`config.mk`:
```
export PLATFORM = sky130hd
export DESIGN_NAME = load_store_unit
export DESIGN_NICKNAME = d
export VERILOG_FILES = /design/src/rtl/riscv_pkg.sv /design/src/rtl/load_align.sv /design/src/rtl/load_store_unit.sv
export SDC_FILE = /design/constraint.sdc
export NUM_CORES = 1
export LEC_CHECK = 0
export ABC_AREA = 0
export CAP_MARGIN = 20
export CORE_ASPECT_RATIO = 0.75
export CORE_MARGIN = 2
export CORE_UTILIZATION = 45
export CTS_BUF_LIST = sky130_fd_sc_hd__clkbuf_16
export DETAILED_ROUTE_END_ITERATION = 10
export DONT_BUFFER_PORTS = 1
export PLACE_DENSITY_LB_ADDON = 0.08
export SETUP_SLACK_MARGIN = 0.4
export SYNTH_ARGS = -nofsm -noshare
export SYNTH_HDL_FRONTEND = slang
export SYNTH_SLANG_ARGS = --single-unit
export TNS_END_PERCENT = 100
```
`constraint.sdc`:
```
create_clock -name clk -period 6.65 [get_ports clk]
set_clock_uncertainty 0.2 [all_clocks]
set_input_delay 0 -clock clk [delete_from_list [all_inputs] [get_ports clk]]
set_output_delay 0 -clock clk [all_outputs]
set_load 0.01 [all_outputs]
```
`src/rtl/riscv_pkg.sv`:
```
// Shared RV32 load/store constants, LSU state encoding and access-formatting helpers.
package riscv_pkg;

   localparam int XLEN = 32;

   localparam logic [2:0] F3_LB  = 3'b000;
   localparam logic [2:0] F3_LH  = 3'b001;
   localparam logic [2:0] F3_LW  = 3'b010;
   localparam logic [2:0] F3_LBU = 3'b100;
   localparam logic [2:0] F3_LHU = 3'b101;
   localparam logic [2:0] F3_SB  = 3'b000;
   localparam logic [2:0] F3_SH  = 3'b001;
   localparam logic [2:0] F3_SW  = 3'b010;

   typedef enum logic [1:0] {
      LSU_IDLE   = 2'd0,
      LSU_REQ    = 2'd1,
      LSU_WAIT_R = 2'd2
   } lsu_state_t;

   // Stores only have the three signed-size encodings; the unsigned ones are load-only.
   function automatic logic access_legal(input logic is_store, input logic [2:0] f3,
                                         input logic [1:0] off);
      logic ok;
      case (f3)
         F3_LB:   ok = 1'b1;
         F3_LH:   ok = ~off[0];
         F3_LW:   ok = (off == 2'b00);
         F3_LBU:  ok = ~is_store;
         F3_LHU:  ok = ~is_store & ~off[0];
         default: ok = 1'b0;
      endcase
      return ok;
   endfunction

   function automatic logic [3:0] size_be(input logic [2:0] f3, input logic [1:0] off);
      logic [3:0] be;
      case (f3[1:0])
         2'b00:   be = 4'b0001 << off;
         2'b01:   be = 4'b0011 << off;
         2'b10:   be = 4'b1111;
         default: be = 4'b0000;
      endcase
      return be;
   endfunction

   function automatic logic [XLEN-1:0] store_lanes(input logic [2:0] f3,
                                                   input logic [XLEN-1:0] data);
      logic [XLEN-1:0] w;
      case (f3[1:0])
         2'b00:   w = {4{data[7:0]}};
         2'b01:   w = {2{data[15:0]}};
         default: w = data;
      endcase
      return w;
   endfunction

endpackage

```
`src/rtl/load_align.sv`:
```
// Extracts the addressed byte/half/word from a read word and sign- or zero-extends it.
module load_align
   import riscv_pkg::*;
(
   input  logic [2:0]      funct3,
   input  logic [1:0]      offset,
   input  logic [XLEN-1:0] rdata,
   output logic [XLEN-1:0] data
);

   logic [7:0]  byte_sel;
   logic [15:0] half_sel;

   always_comb begin
      byte_sel = rdata[8*offset +: 8];
      half_sel = offset[1] ? rdata[31:16] : rdata[15:0];
      data     = '0;
      case (funct3)
         F3_LB:   data = {{24{byte_sel[7]}}, byte_sel};
         F3_LBU:  data = {24'd0, byte_sel};
         F3_LH:   data = {{16{half_sel[15]}}, half_sel};
         F3_LHU:  data = {16'd0, half_sel};
         F3_LW:   data = rdata;
         default: data = '0;
      endcase
   end

endmodule

```
`src/rtl/load_store_unit.sv`:
```
// MEM-stage load/store unit: formats accesses for a req/gnt/rvalid data port,
// stalls the pipeline until completion and aborts accesses that wait too long.
module load_store_unit
   import riscv_pkg::*;
#(
   parameter int MAX_WAIT = 255
)
(
   input  logic            clk,
   input  logic            rst_n,
   input  logic            mem_read,
   input  logic            mem_write,
   input  logic [2:0]      funct3,
   input  logic [XLEN-1:0] addr,
   input  logic [XLEN-1:0] store_data,
   output logic            stall,
   output logic [XLEN-1:0] load_data,
   output logic            load_valid,
   output logic            access_err,
   output logic            dmem_req,
   output logic            dmem_we,
   output logic [XLEN-1:0] dmem_addr,
   output logic [3:0]      dmem_be,
   output logic [XLEN-1:0] dmem_wdata,
   input  logic            dmem_gnt,
   input  logic            dmem_rvalid,
   input  logic [XLEN-1:0] dmem_rdata
);

   localparam int WCW = (MAX_WAIT < 2) ? 1 : $clog2(MAX_WAIT + 1);

   lsu_state_t      state, state_next;
   logic [WCW-1:0]  wait_cnt;
   logic [XLEN-1:0] lat_addr;
   logic [XLEN-1:0] lat_wdata;
   logic [3:0]      lat_be;
   logic            lat_we;
   logic [2:0]      lat_funct3;
   logic [1:0]      lat_off;
   logic            latch_en;

   logic            access;
   logic            is_store;
   logic            legal;
   logic            timeout;
   logic [XLEN-1:0] word_addr;
   logic [3:0]      new_be;
   logic [XLEN-1:0] new_wdata;
   logic [XLEN-1:0] aligned_data;

   // Gating with rst_n keeps a held request from reaching the port while reset is low.
   assign access    = rst_n & (mem_read | mem_write);
   assign is_store  = mem_write;
   assign legal     = access_legal(is_store, funct3, addr[1:0]);
   assign word_addr = {addr[XLEN-1:2], 2'b00};
   assign new_be    = size_be(funct3, addr[1:0]);
   assign new_wdata = is_store ? store_lanes(funct3, store_data) : '0;
   assign timeout   = (MAX_WAIT != 0) && (wait_cnt == WCW'(MAX_WAIT - 1));

   load_align u_load_align (
      .funct3 (lat_funct3),
      .offset (lat_off),
      .rdata  (dmem_rdata),
      .data   (aligned_data)
   );

   always_comb begin
      state_next = state;
      latch_en   = 1'b0;
      stall      = 1'b0;
      load_data  = '0;
      load_valid = 1'b0;
      access_err = 1'b0;
      dmem_req   = 1'b0;
      dmem_we    = 1'b0;
      dmem_addr  = '0;
      dmem_be    = 4'b0000;
      dmem_wdata = '0;
      case (state)
         LSU_IDLE: begin
            if (access && !legal) begin
               access_err = 1'b1;
            end else if (access) begin
               dmem_req   = 1'b1;
               dmem_we    = is_store;
               dmem_addr  = word_addr;
               dmem_be    = new_be;
               dmem_wdata = new_wdata;
               latch_en   = 1'b1;
               if (!dmem_gnt) begin
                  stall      = 1'b1;
                  state_next = LSU_REQ;
               end else if (!is_store) begin
                  stall      = 1'b1;
                  state_next = LSU_WAIT_R;
               end
            end
         end
         LSU_REQ: begin
            // The abort cycle drops the request, so a grant arriving then is ignored.
            if (timeout) begin
               access_err = 1'b1;
               state_next = LSU_IDLE;
            end else begin
               dmem_req   = 1'b1;
               dmem_we    = lat_we;
               dmem_addr  = lat_addr;
               dmem_be    = lat_be;
               dmem_wdata = lat_wdata;
               if (!dmem_gnt) begin
                  stall = 1'b1;
               end else if (lat_we) begin
                  state_next = LSU_IDLE;
               end else begin
                  stall      = 1'b1;
                  state_next = LSU_WAIT_R;
               end
            end
         end
         LSU_WAIT_R: begin
            if (timeout) begin
               access_err = 1'b1;
               state_next = LSU_IDLE;
            end else if (dmem_rvalid) begin
               load_valid = 1'b1;
               load_data  = aligned_data;
               state_next = LSU_IDLE;
            end else begin
               stall = 1'b1;
            end
         end
         default: state_next = LSU_IDLE;
      endcase
   end

   // The wait counter only runs while an access is outstanding past its first cycle.
   always_ff @(posedge clk or negedge rst_n) begin
      if (!rst_n) begin
         state    <= LSU_IDLE;
         wait_cnt <= '0;
      end else begin
         state <= state_next;
         if (state_next == LSU_IDLE) begin
            wait_cnt <= '0;
         end else if (state != LSU_IDLE) begin
            wait_cnt <= wait_cnt + 1'b1;
         end
      end
   end

   always_ff @(posedge clk or negedge rst_n) begin
      if (!rst_n) begin
         lat_addr   <= '0;
         lat_wdata  <= '0;
         lat_be     <= 4'b0000;
         lat_we     <= 1'b0;
         lat_funct3 <= 3'b000;
         lat_off    <= 2'b00;
      end else if (latch_en) begin
         lat_addr   <= word_addr;
         lat_wdata  <= new_wdata;
         lat_be     <= new_be;
         lat_we     <= is_store;
         lat_funct3 <= funct3;
         lat_off    <= addr[1:0];
      end
   end

endmodule

```
# --- Yosys cells after proc, flatten, opt, wreduce, memory -nomap -nowiden ---
# Cells that the tools add are included.
word_totals:
  wordCells: 99
  out_inout_bits: 105
  register_bits: 82
  in_bits: 105
op_classes:
  bitwise_logic: 5
  mux: 58
  n_eq_ne: 13
  reduce_logical: 11
  shifts: 3
  add_sub_neg: 1
op_table:
  columns: ["op", "count"]
  rows:
  - ["2-to-1 mux 32 bit", 10]
  - ["case mux 32 bit (2 select lines)", 3]
  - ["case mux 32 bit (5 select lines)", 1]
  - ["indexed part select 32 x 6 -> 8 bit", 1]
  - ["2-to-1 mux 1 bit", 21]
  - ["2-to-1 mux 2 bit", 9]
  - ["2-to-1 mux 16 bit", 1]
  - ["2-to-1 mux 8 bit", 2]
  - ["equality test 3 bit, second input constant", 4]
  - ["2-to-1 mux 4 bit", 3]
  - ["case mux 4 bit (3 select lines)", 1]
  - ["adder 8 x 1 -> 8 bit, second input constant", 1]
  - ["equality test 8 bit, second input constant", 1]
  - ["zero test 2 bit", 4]
  - ["case mux 4 bit (2 select lines)", 1]
  - ["equality test 3 x 1 -> 1 bit, second input constant", 2]
  - ["equality test 3 x 2 -> 1 bit, second input constant", 2]
  - ["zero test 3 bit", 2]
  - ["case mux 1 bit (2 select lines)", 3]
  - ["case mux 2 bit (3 select lines)", 1]
  - ["case mux 1 bit (5 select lines)", 1]
  - ["equality test 2 x 1 -> 1 bit, second input constant", 2]
  - ["equality test 2 bit, second input constant", 2]
  - ["nonzero test 2 bit", 2]
  - ["9 further kinds", 11]

# --- Logic depth before layout (Yosys ltp) ---
# Gate-level depths: netlist of run 1.
logic_depth:
  ltp_word: 9
  depth_mapped: 10
  depth_no_buf: 6

# --- Cells and area by module ---
# A second synthesis of run 1 with hierarchy kept.
unflattened:
  hier_cells: 672
  area_unflattened_um2: 5400.2
modules_own_cells:
  columns: ["mod", "seq_area_each_um2", "cells_each", "instances", "area_each_um2"]
  rows:
  - ["load_store_unit", 2052.0, 563, 1, 4588.2]
  - ["load_align", 0.0, 109, 1, 812.0]

# --- Least setup slack after synthesis of run 1 ---
# No wires, ideal clock.
synth_path:
  path_type: "register to register"
  startpoint: "reg state[0]"
  endpoint: "reg wait_cnt[0]"
  path_buffers: 2
  period_less_slack_ns: 2.155
  required_ns: 6.297
  setup_slack_ns: 4.495
  path_stages_with_launch: 9
  arrival_time_ns: 1.801
  setup_ns: 0.153
  cell_sequence: "dfrtp_1 -> inv_1 -> ha_1 -> clkbuf_1 -> o211a_1 -> o21a_1 -> buf_2 -> a221oi_2 -> a311oi_1"
synth_between:
  elab_chain_cells: 7
  elab_cells_between_ends: 16
  classes_between: "2 x eq/ne; 10 x mux; 4 x reduce/logical"
synth_lines:
  columns: ["element", "line_no", "text"]
  rows:
  - ["from (decl)", "load_store_unit.sv:32", "lsu_state_t state, state_next;"]
  - ["from (signal assigned)", "load_store_unit.sv:142", "state <= state_next;"]
  - ["2-to-1 mux 2 bit", "load_store_unit.sv:93", "end else if (!is_store) begin"]
  - ["2-to-1 mux 2 bit", "load_store_unit.sv:90", "if (!dmem_gnt) begin"]
  - ["2-to-1 mux 2 bit", "load_store_unit.sv:83", "end else if (access) begin"]
  - ["2-to-1 mux 2 bit", "load_store_unit.sv:81", "if (access && !legal) begin"]
  - ["case mux 2 bit (3 select lines)", "load_store_unit.sv:79", "case (state)"]
  - ["zero test 2 bit", "load_store_unit.sv:143", "if (state_next == LSU_IDLE) begin"]
  - ["2-to-1 mux 8 bit or nonzero test 2 bit (tied branches)", null, null]
  - ["to (signal assigned)", "load_store_unit.sv:146", "wait_cnt <= wait_cnt + 1'b1;"]
  - ["to (decl)", "load_store_unit.sv:33", "logic [WCW-1:0] wait_cnt;"]
# Parallel ways exist; a longest one is shown, timed or not.
# A chain may end at the register's enable or synchronous reset.

# --- Worst setup path after layout of run 1 ---
layout_path:
  startpoint: "reg state[0]"
  endpoint: "reg wait_cnt[1]"
# Same word-level chain as after synthesis.

==> results of run 1 <==
[cells in the mapped netlist (all sizes together) (4+ instances only)]
| library cell | n | area, um2 |
|---|---|---|
| a21o | 50 | 375 |
| a21oi | 37 | 185 |
| a222oi | 7 | 70.1 |
| a22o | 16 | 140 |
| a22oi | 9 | 67.6 |
| a311oi | 7 | 61.3 |
| and2 | 4 | 25.0 |
| and3 | 6 | 37.5 |
| buf | 19 | 101 |
| clkbuf | 28 | 105 |
| dfrtp | 82 | 2050 |
| ha | 6 | 75.1 |
| inv | 6 | 22.5 |
| mux2 | 16 | 180 |
| mux2i | 17 | 170 |
| nand2 | 212 | 796 |
| nand2b | 5 | 31.3 |
| nor2 | 34 | 128 |
| o21ai | 19 | 95.1 |
| xor2 | 6 | 52.6 |
[cell families (layout without fill, tap and decap cells)]
logic type | Yosys count | in the layout | share of synthesized area, %
other | 1 | 2 | 0.0737
XOR/XNOR | 7 | 7 | 1.20
multiplexers | 34 | 34 | 7.33
AO/OA/AOI/OAI | 159 | 159 | 22.5
buffers and inverters | 53 | 125 | 4.50
adder cells (fa/ha/maj) | 6 | 6 | 1.48
flip-flops | 82 | 82 | 40.3
AND/OR/NAND/NOR | 278 | 278 | 22.6
[critical path, cell delays in order (launching register included)]
cell	delay (ns)
dfrtp_1	0.41
inv_1	0.11
ha_1	0.31
o211a_1	0.23
o21a_1	0.15
buf_4	0.25
a221oi_2	0.68
a31oi_1	0.17
dlygate4sd3_1	0.60
[metal layers]
layer  part of all wire, %  GRT usage, %  vias to the layer above  routed length (um)
li1                      -             -                     2264                   -
met1                    44          32.9                     2330                6590
met2                    47          38.5                      203                7020
met3                   8.4          7.95                       15                1270
met4                   1.2          6.32                        0                 188
met5                     0             0                        -                   0
[area by class of cell]
| cell class | count | area share (%) |
|---|---|---|
| inverters | 6 | 0.350 |
| well taps | 140 | 2.72 |
| clock buffers | 9 | 3.50 |
| clock inverters | 7 | 1.09 |
| repair buffers | 103 | 16.5 |
| flip-flops and latches | 82 | 31.8 |
| multi-input cells | 486 | 44.0 |
[sequential cells by signal, indices dropped and copies added, names as in the netlist]
| signal | flops |
|---|---|
| state | 2 |
| lat_addr | 30 |
| lat_we | 1 |
| lat_off | 2 |
| lat_be | 4 |
| lat_funct3 | 3 |
| wait_cnt | 8 |
| lat_wdata | 32 |
[path summary, 6_finish.rpt]
check	startpoint	to	slack (ns)	cells after the start
max	state[0]	wait_cnt[1]	3.41	8
min	funct3[1]	state[1]	0.01	4
max reg2reg	state[0]	wait_cnt[1]	3.41	8
min reg2reg	lat_addr[16]	lat_addr[16]	0.27	2
max in group asynchronous	rst_n	lat_addr[10]	5.83	2
min in group asynchronous	rst_n	lat_wdata[12]	0.10	2
[repair_timing]
item | 4_1_cts | 5_1_grt
hold buffers | 97 | 0
resized for setup | 0 | 0
endpoints found under the hold margin | 219 | 0
[metrics by stage]
step           cell area, um2  utilization (%)  std cells  hold WS (ns)
2_1_floorplan            5090                -        621        -0.496
3_3_place_gp             5110             46.5        717        -0.492
3_5_place_dp             5110             46.5        717        -0.492
4_1_cts                  6400             58.3        830       0.00726
5_1_grt                  6440             58.7        833        0.0518
6_report                 6440             58.7        833        0.0141
[report_power, final]
group	total, uW	switching, uW	leakage (uW)	internal, uW
clock	492	202	0.000141	290
sequential	852	142	0.00106	710
combinational	882	527	0.00218	355
==> results list, run 1 <==
* Result of the run: finished clean
- Flop and latch count out of synthesis: 82
- The mapped netlist covers 0.00509 mm2.
* HP Class: input port to flip-flop
- Worst Setup Start Kind: flip-flop
* Sequential element share of the synthesized area: roughly 40%
- The filler cells instantiated in the layout total 960.
- Maxcap violations: 0
- TritonCTS built the clock tree.
* Worst slew margin relative to its limit: a little over two fifths
- Classification of the worst setup path: flip-flop to flip-flop
- Average detailed-routed wire length per instance: around 18 um
- Summed over all cells, the static leakage comes to about 0.0034 uW.
- Synthesis produced a netlist whose cell count is 620.
- Clock Tree Root: clkbuf_16
- Of the cells placed in the final design, the portion with a size suffix greater than 1 is under 10%.
- The die covers around 0.012 mm2.
* CTS Buf Count: 9
- The completed layout was analyzed and its total power is around 2200 uW.
- Setup repair after global routing left no endpoint under its margin.
* Cell Pwr Density: approximately 350 mW/mm2
* Pins over their slew limit: 0
* Accumulated negative setup slack: 0 ns
- Share of flip-flops with an asynchronous set or reset: 100%
* Most used DFF post-synth: dfrtp_1
* DP Wirelength: around 9.4 mm
- Maximum achievable frequency: 309 MHz
- Combined flip-flop and latch cell area: 0.00205 mm2
* Commonest cells after routing, fill and taps aside: nand2_1, dlygate4sd3_1, dfrtp_1, a21o_1, a21oi_1
- Die width: between 100 and 150 um
* Clock Sinks: a little over 80
- Data arrives at the worst endpoint at 3.25 ns.
- Buffers added to address setup during post-CTS repair amount to 0.
- Number of nets in the final layout: around 800
- The floorplan has 33 rows.
- Yosys mapped a number of flops with a built-in enable equal to 0.
- Total detailed-routing wirelength: 15.1 mm
- Diodes inserted: 0
* Peak supply drop: ~0.0002 V
- 210 I/O pins were placed.
- The number of antenna violations at the first check in global routing was 0.
* Area used by multi-input combinational logic: between 0.002 and 0.003 mm2
- The congestion estimate from routability-driven global placement came to 0.844.
- The smallest clock period supported by the final layout is computed as around 3.2 ns.
* Vertical extent of the die: 96.1 um
* Final Hold Violating Endpoints: 0
* Final ANT Viol Nets: 0
- After clock tree synthesis, the clock-pin slew on the worst setup and hold paths is ~0.06 ns.
- Type of element capturing the critical path: flip-flop
* Number of setup violations in the final report: 0
- Total routing usage reported by global routing: around a quarter
* Area growth from synthesis to layout: 26.6%
- Warnings from Yosys: 0
* Initial standard-cell utilization of the core: 46.3%
- After floorplanning, the core was sized to cover roughly 0.011 mm2.
- The H-tree was split into 3 levels.
* Total overflow reported by the global router: 0
* Critical path fanouts, max: 42
- I/O Buffers: 0
- The first TritonRoute pass finished after 7 iterations.
- Vias in the first global route: between 4000 and 5000
- CTS Buffer Depth: 2
- Tcrit/Tclk final: roughly 49%
- Dividing the detail-routed via count by the number of cells gives 5.78.
* Wire length of the first global-routing pass: ~24 mm
* Avg Inst Size Synth: 8.21 um2
* Worst Setup Slack, final: ~3.4 ns
- The routed layout has 4812 vias.
* Transition time at the pin with the least slew margin: roughly 0.84 ns
- In this run, distinct cell masters in the synthesized netlist total between 40 and 50.
- Data on the critical path is required at its endpoint by 6.66 ns.
* Most common cell after layout, fill and taps aside: nand2_1
- Entering global routing, the biggest net connects 83 pins.
* Clk Latency, worst-skew pair: between 0.3 and 0.4 ns
* Number of violations reported at the end of detailed-routing iteration 0: 400
- For this run, design rule violations remaining after detail routing come to 0.
* Post-Place Setup Slack: between 3 and 4 ns
No activity file was read; power rests on OpenSTA's default activity.
==> run 2: changes to the inputs <==
==> constraint.sdc (replaced) <==
create_clock -name clk -period 3.2 [get_ports clk]
set_clock_uncertainty 0.2 [all_clocks]
set_input_delay 0 -clock clk [delete_from_list [all_inputs] [get_ports clk]]
set_output_delay 0 -clock clk [all_outputs]
set_load 0.01 [all_outputs]
==> results list, run 2 (synthesis results as in run 1) <==
- IR analysis of the VDD net gives a maximum drop of ~0.00038 V.
- The tightest min-delay check is of the input port to flip-flop type.
- The die is between 90 and 100 um tall.
* Floorplan die area: between 0.01 and 0.015 mm2
- Type of element capturing the critical path: output port
- Vias in the first global route: 4605
- Leaving out fill and tap cells, the most frequent cells in the layout are nand2_1, dlygate4sd3_1, dfrtp_1, a21o_1, a21oi_1.
- Pin count of the biggest net entering global routing: 84
- Wire length of the first global-routing pass: ~24 mm
- Ranked by flip-flop count, first place goes to lat_wdata.
* Post-Place Setup Slack: a little under 0.7 ns
- In the routed layout, each cell is associated on average with a via count of 5.73.
- The tree is rooted in a clkbuf_16.
- Compared with the post-synthesis result, the final layout area differs by 27.5%.
- Buffers added to address setup during post-CTS repair amount to 0.
* Tcrit/Tclk final: 82.9%
- Number of filler instances in the final layout: roughly 1000
- CTS Buffer Depth: 2
- The routed layout has 4783 vias.
- On the critical path the largest part of the delay comes from compound AO/OA/AOI/OAI gates.
- For this run, the slowest stage of the critical path takes between 0.6 and 0.7 ns.
* Classification of the worst setup path: flip-flop to output port
- Antenna violations before repair: 0
- After the last flow step, the layout net total stands at around 800.
* Largest registers ranked by flip-flop count: lat_wdata x32, lat_addr x30, wait_cnt x8
- The first detailed-routing pass ran for 6 iterations.
- Average detailed-routed wire length per instance: between 15 and 20 um
- Setup violations remaining at the end of the flow were counted as 0.
- Core footprint: ~0.011 mm2
- Headroom to the max-slew limit came out at between 40% and 50%.
* Diodes inserted: 0
- Total detailed-routing wirelength: between 15 and 20 mm
* Worst Setup Start Kind: flip-flop
- The number of hold-slack violations in the final timing report is 0.
- Derived from the worst setup path, the maximum achievable clock frequency is 377 MHz.
- Data on the critical path arrives at its endpoint at 2.45 ns.
* Final ANT Viol Nets: 0
* Pins over their slew limit: 0
* Number of I/O pins: 210
- Placer's final routability congestion estimate: 0.843
- In this run, CTS created clock tree buffers numbering 9.
- Traced cell by cell, the critical path runs through inv_1 -> ha_1 -> and3_1 -> a21boi_4 -> buf_4 -> nand2_1 -> nand2_1.
* Cell Pwr Density: 718 mW/mm2
* Data required, critical path: roughly 3.0 ns
- Clock slew seen by the registers of the worst setup and hold paths: about 0.06 ns
- The worst path in the final design needs a cycle of between 2 and 3 ns, including I/O delays and setup.
* DRC violations left: 0
- The register with the most flip-flops in the layout has 32 of them.
- Critical path fanouts, max: 24
- Once the floorplan was initialized, standard cells occupied between 40% and 50% of the core.
* Number of violations reported at the end of detailed-routing iteration 0: 377
- The clock drives a little over 80 sinks.
* Die width: 127 um
- Total routing usage reported by global routing: 24.6%
- Proportion of layout cells with a drive suffix above 1: 7.77%
- Worst Setup Slack, final: around 0.55 ns
- The tool flagged a number of max-cap violations equal to 0.
- For this run the aggregate overflow at the end of global routing stands at 0.
- The run finished with clean final reports.
- Once detailed placement completed, the half-perimeter wirelength came to 9.80 mm.
- Clock latency on the worst-skew pair, taken at its later pin, is 0.33 ns.
- CP most frequent cell: nand2_1
- Summed over all cells, the static leakage comes to roughly 0.0034 uW.
* Accumulated negative setup slack: 0 ns
- I/O Buffers: 0
- Number of levels in the clock H-tree: 3
- Setup repair after global routing missed its margin: yes
- The library cell used most frequently in the layout, excluding fill and tap cells, is nand2_1.
- Transition time at the pin with the least slew margin: 0.813 ns
- TritonCTS clock tree: built
- Standard-cell row count: 33
- Standard cell with the maximum stage delay on the critical path: a21boi_4
- Crit path buf inv count: 2
-- run 2: layout make-up --
type,instances,area [um2],share of cell area [%]
Multi-Input combinational cell,486,2850,43.9
Timing Repair Buffer,105,1100,16.9
Tap cell,140,175,2.70
Sequential cell,82,2050,31.6
Clock buffer,9,225,3.47
Clock inverter,7,68.8,1.06
Inverter,6,22.5,0.347
-- run 2: where the power goes --
part           internal (uW)  switching (uW)
Combinational            764            1090
Sequential              1480             301
Clock                    603             424
-- run 2: stage by stage --
step	instances	instance area (um2)	utilization [%]	hold slack (ns)	power, uW
3_3_place_gp	720	5140	46.8	-0.492	3420
2_1_floorplan	621	5090	-	-0.496	3110
6_report	835	6490	59.1	0.0212	4660
4_1_cts	835	6480	59.0	0.00288	4680
3_5_place_dp	721	5170	47.1	-0.492	3470
5_1_grt	835	6490	59.1	0.0511	5020
-- run 2: layer usage --
layer	vias up	wire length [um]	track usage [%]
met2	221	7060	39.0
met3	27	1380	7.89
li1	2264	-	-
met4	0	228	8.52
met1	2271	6580	32.2
met5	-	0	0
-- run 2: path summary, 6_finish.rpt --
check | slack [ns] | endpoint | start | cells past startpoint
worst min-delay path | 0.02 | state[1] | funct3[0] | 4
min in group asynchronous | 0.08 | wait_cnt[5] | rst_n | 2
max in group asynchronous | 2.40 | lat_wdata[2] | rst_n | 2
worst max-delay path | 0.55 | dmem_addr[22] | wait_cnt[0] | 7
worst min register to register | 0.28 | lat_addr[28] | lat_addr[28] | 2
worst max register to register | 0.80 | wait_cnt[6] | state[0] | 6
-- run 2: worst reg2reg max path, stage by stage, from the launching register on --
cell and delay [ns]:
dfrtp_1 0.41, inv_1 0.10, ha_2 0.25, o211a_2 0.19
o21a_1 0.22, a221oi_2 0.65, a311oi_1 0.22
-- run 2: timing repair --
action	CTS	global route
hold buffers	98	0
setup endpoints to repair	13	47
hold endpoints to repair	219	0
gates resized for setup	2	6
==> run 3: changes to the inputs <==
==> constraint.sdc (replaced) <==
create_clock -name clk -period 2.5 [get_ports clk]
set_clock_uncertainty 0.2 [all_clocks]
set_input_delay 0 -clock clk [delete_from_list [all_inputs] [get_ports clk]]
set_output_delay 0 -clock clk [all_outputs]
set_load 0.01 [all_outputs]
==> results list, run 3 (synthesis results as in run 1) <==
- Wires add up to 19.4 mm.
- I/O Buffers: 0
- Number of I/O pins: 210
* Total Power Consumption: about 7300 uW
- DP Wirelength: 10.5 mm
- Total net switching power: about 2900 uW
* Proportion of layout cells with a drive suffix above 1: between 30 and 40%
- Wire length of the first global-routing pass: around 28 mm
- Max-cap violations in this run came to 0.
* Number of levels in the clock H-tree: 3
- Result of the run: finished, violations left
* Area used by multi-input combinational logic: about 0.0034 mm2
* Average detailed-routed wire length per instance: approximately 21 um
- Tcrit/Tclk final: 87.6%
* Worst endpoint data arrival time: between 2 and 2.5 ns
- Setup repair after global routing missed its margin: yes
- Counting the fill cells in the layout gives around 800.
* Total routing usage reported by global routing: between 20 and 30%
- The largest registers in the layout are lat_wdata x32, lat_addr x30, wait_cnt x8.
- Die width: 127 um
* Clock Tree Root: clkbuf_16
- Part of the total power dissipated in sequential elements: 31.3%
- Post-route minimum period: approximately 2.2 ns
* Final Hold Violating Endpoints: 82
- Most common cell after layout, fill and taps aside: nand2_1
- Violations in the final reports: hold timing
- Entering global routing, the biggest net connects 85 pins.
* Share of power burned in the clock network: a little under a fifth
* Maximum achievable frequency: 457 MHz
* Clock Sinks: ~80
* Max reg flops: 32
- In this run the cell area measured after placement is about 0.0055 mm2.
* Final standard cell area without fillers: between 0.007 and 0.008 mm2
- Leakage: roughly 0.0040 uW
- Worst Setup Slack, final: around 0.31 ns
- At the pin with the least slew margin, the transition time is approximately 0.90 ns.
- The number of global-route vias before repair came to about 5300.
- Floorplan die area: 0.0122 mm2
- The clock reaches the later pin of the worst-skew pair after 0.34 ns.
* Placer's final routability congestion estimate: slightly below 0.9
* Vias per Instance: ~5.9
- The number of clock buffers added by TritonCTS is 9.
* Data required, critical path: 2.53 ns
* Number of nets in the final layout: around 880
- VDD sags by at most 0.000512 V.
- CTS Buffer Depth: 2
* Type of element capturing the critical path: flip-flop
- Power spread over the standard cell area amounts to just over 900 mW/mm2.
- For this run, design rule violations remaining after detail routing come to 0.
* Final ANT Viol Nets: 0
* Diodes inserted: 0
- Once the floorplan was initialized, standard cells occupied between 40 and 50% of the core.
- The routed layout has roughly 5400 vias.
* Critical path fanouts, max: 5
- Registers take 0.00205 mm2.
- The path class of the tightest hold or removal check is input port to asynchronous set/reset pin.
- In the final timing run, aggregate negative setup slack is 0 ns.
- Combinational group share of total power: slightly above 50%
- CTS Hold Buffers Added: 73
* TritonCTS clock tree: built
- Before antenna repair, the detailed router went through 7 iterations.
* Worst Setup Start Kind: flip-flop
- Of the total power, the share spent switching nets is 39.7%.
- Vertical extent of the die: just under 100 um
- Total overflow reported by the global router: 0
- Antenna violations before repair: 0
- Area growth from synthesis to layout: 55.9%
* Clock slew seen by the registers of the worst setup and hold paths: around 0.060 ns
- Pins over their slew limit: 0
- Counting flops per register, the top entry is lat_wdata.
- Number of violations reported at the end of detailed-routing iteration 0: around 310
* Post-Place Setup Slack: approximately 0.19 ns
- The critical path in this run is classified as flip-flop to flip-flop.
- Number of setup violations in the final report: 0
- Cell internal pwr: about 4400 uW
- Row generation in the floorplan step produced 33 rows.
- Across all hold checks on the routed design, the worst slack comes to -0.850 ns.
* Worst slew margin relative to its limit: roughly 40%
* Commonest cells after routing, fill and taps aside: nand2_1, dfrtp_1, dlygate4sd3_1, buf_4, a21o_1
- Core footprint: 0.0110 mm2
run 3: cell count changes in the layout (fill, tap and decap cells not counted), sizes merged:
cell,change
clkinvlp,+1
a221oi,+1
and2,+1
dlygate4sd3,-25
dlymetal6s4s,+1
or3,+1
clkinv,-1
bufbuf,+2
buf,+85
clkbuf,+7
o21ai,+1
run 3: metrics by stage:
stage	util, %	cells
2_1_floorplan	-	621
3_3_place_gp	49.6	757
3_5_place_dp	49.8	758
4_1_cts	67.2	892
5_1_grt	72.2	909
6_report	72.2	909
run 3: area by class of cell:
cell class | count | share of cell area, %
repair buffers | 175 | 25.3
clock inverters | 7 | 0.851
inverters | 6 | 0.284
well taps | 140 | 2.21
clock buffers | 9 | 2.84
multi-input cells | 490 | 42.6
flip-flops and latches | 82 | 25.9
run 3: power groups by stage:
stage | sequential [uW] | clock (uW) | combinational (uW)
4_1_cts | 2250 | 1350 | 3120
5_1_grt | 2350 | 1390 | 3940
3_5_place_dp | 2270 | 0 | 2320
6_report | 2290 | 1330 | 3710
3_3_place_gp | 2240 | 0 | 2260
2_1_floorplan | 2150 | 0 | 1830
run 3: final timing paths:
check	slack, ns	cells after the start	end	start
setup / recovery	0.31	8	wait_cnt[0]	state[1]
hold / removal	-0.85	0	lat_wdata[16]	rst_n
setup reg to reg	0.31	8	wait_cnt[0]	state[1]
hold reg to reg	0.28	2	lat_addr[29]	lat_addr[29]
max in group asynchronous	2.77	0	lat_funct3[1]	rst_n
min in group clk	0.04	3	load_data[20]	dmem_rdata[20]
run 3: critical path, stage by stage, from the launching register on:
cell,delay (ns)
dfrtp_1,0.39
inv_2,0.11
buf_12,0.11
ha_4,0.14
a21bo_4,0.23
a222oi_1,0.31
buf_4,0.21
a221oi_4,0.06
a311oi_1,0.32
run 3: repair_timing:
item / 4_1_cts / 5_1_grt
cloned: 15 / 6
gates resized for setup: 85 / 88
hold endpoints to repair: 202 / 82
pin swaps: 16 / 33
endpoints found under the setup margin: 154 / 105
buffers inserted: 30 / 11
run 3: per-layer routing:
metal | wire length (um) | track usage (%)
met1 | 8060 | 37.6
met5 | 0 | 0
met2 | 9450 | 50.1
met3 | 1410 | 7.89
met4 | 512 | 11.4
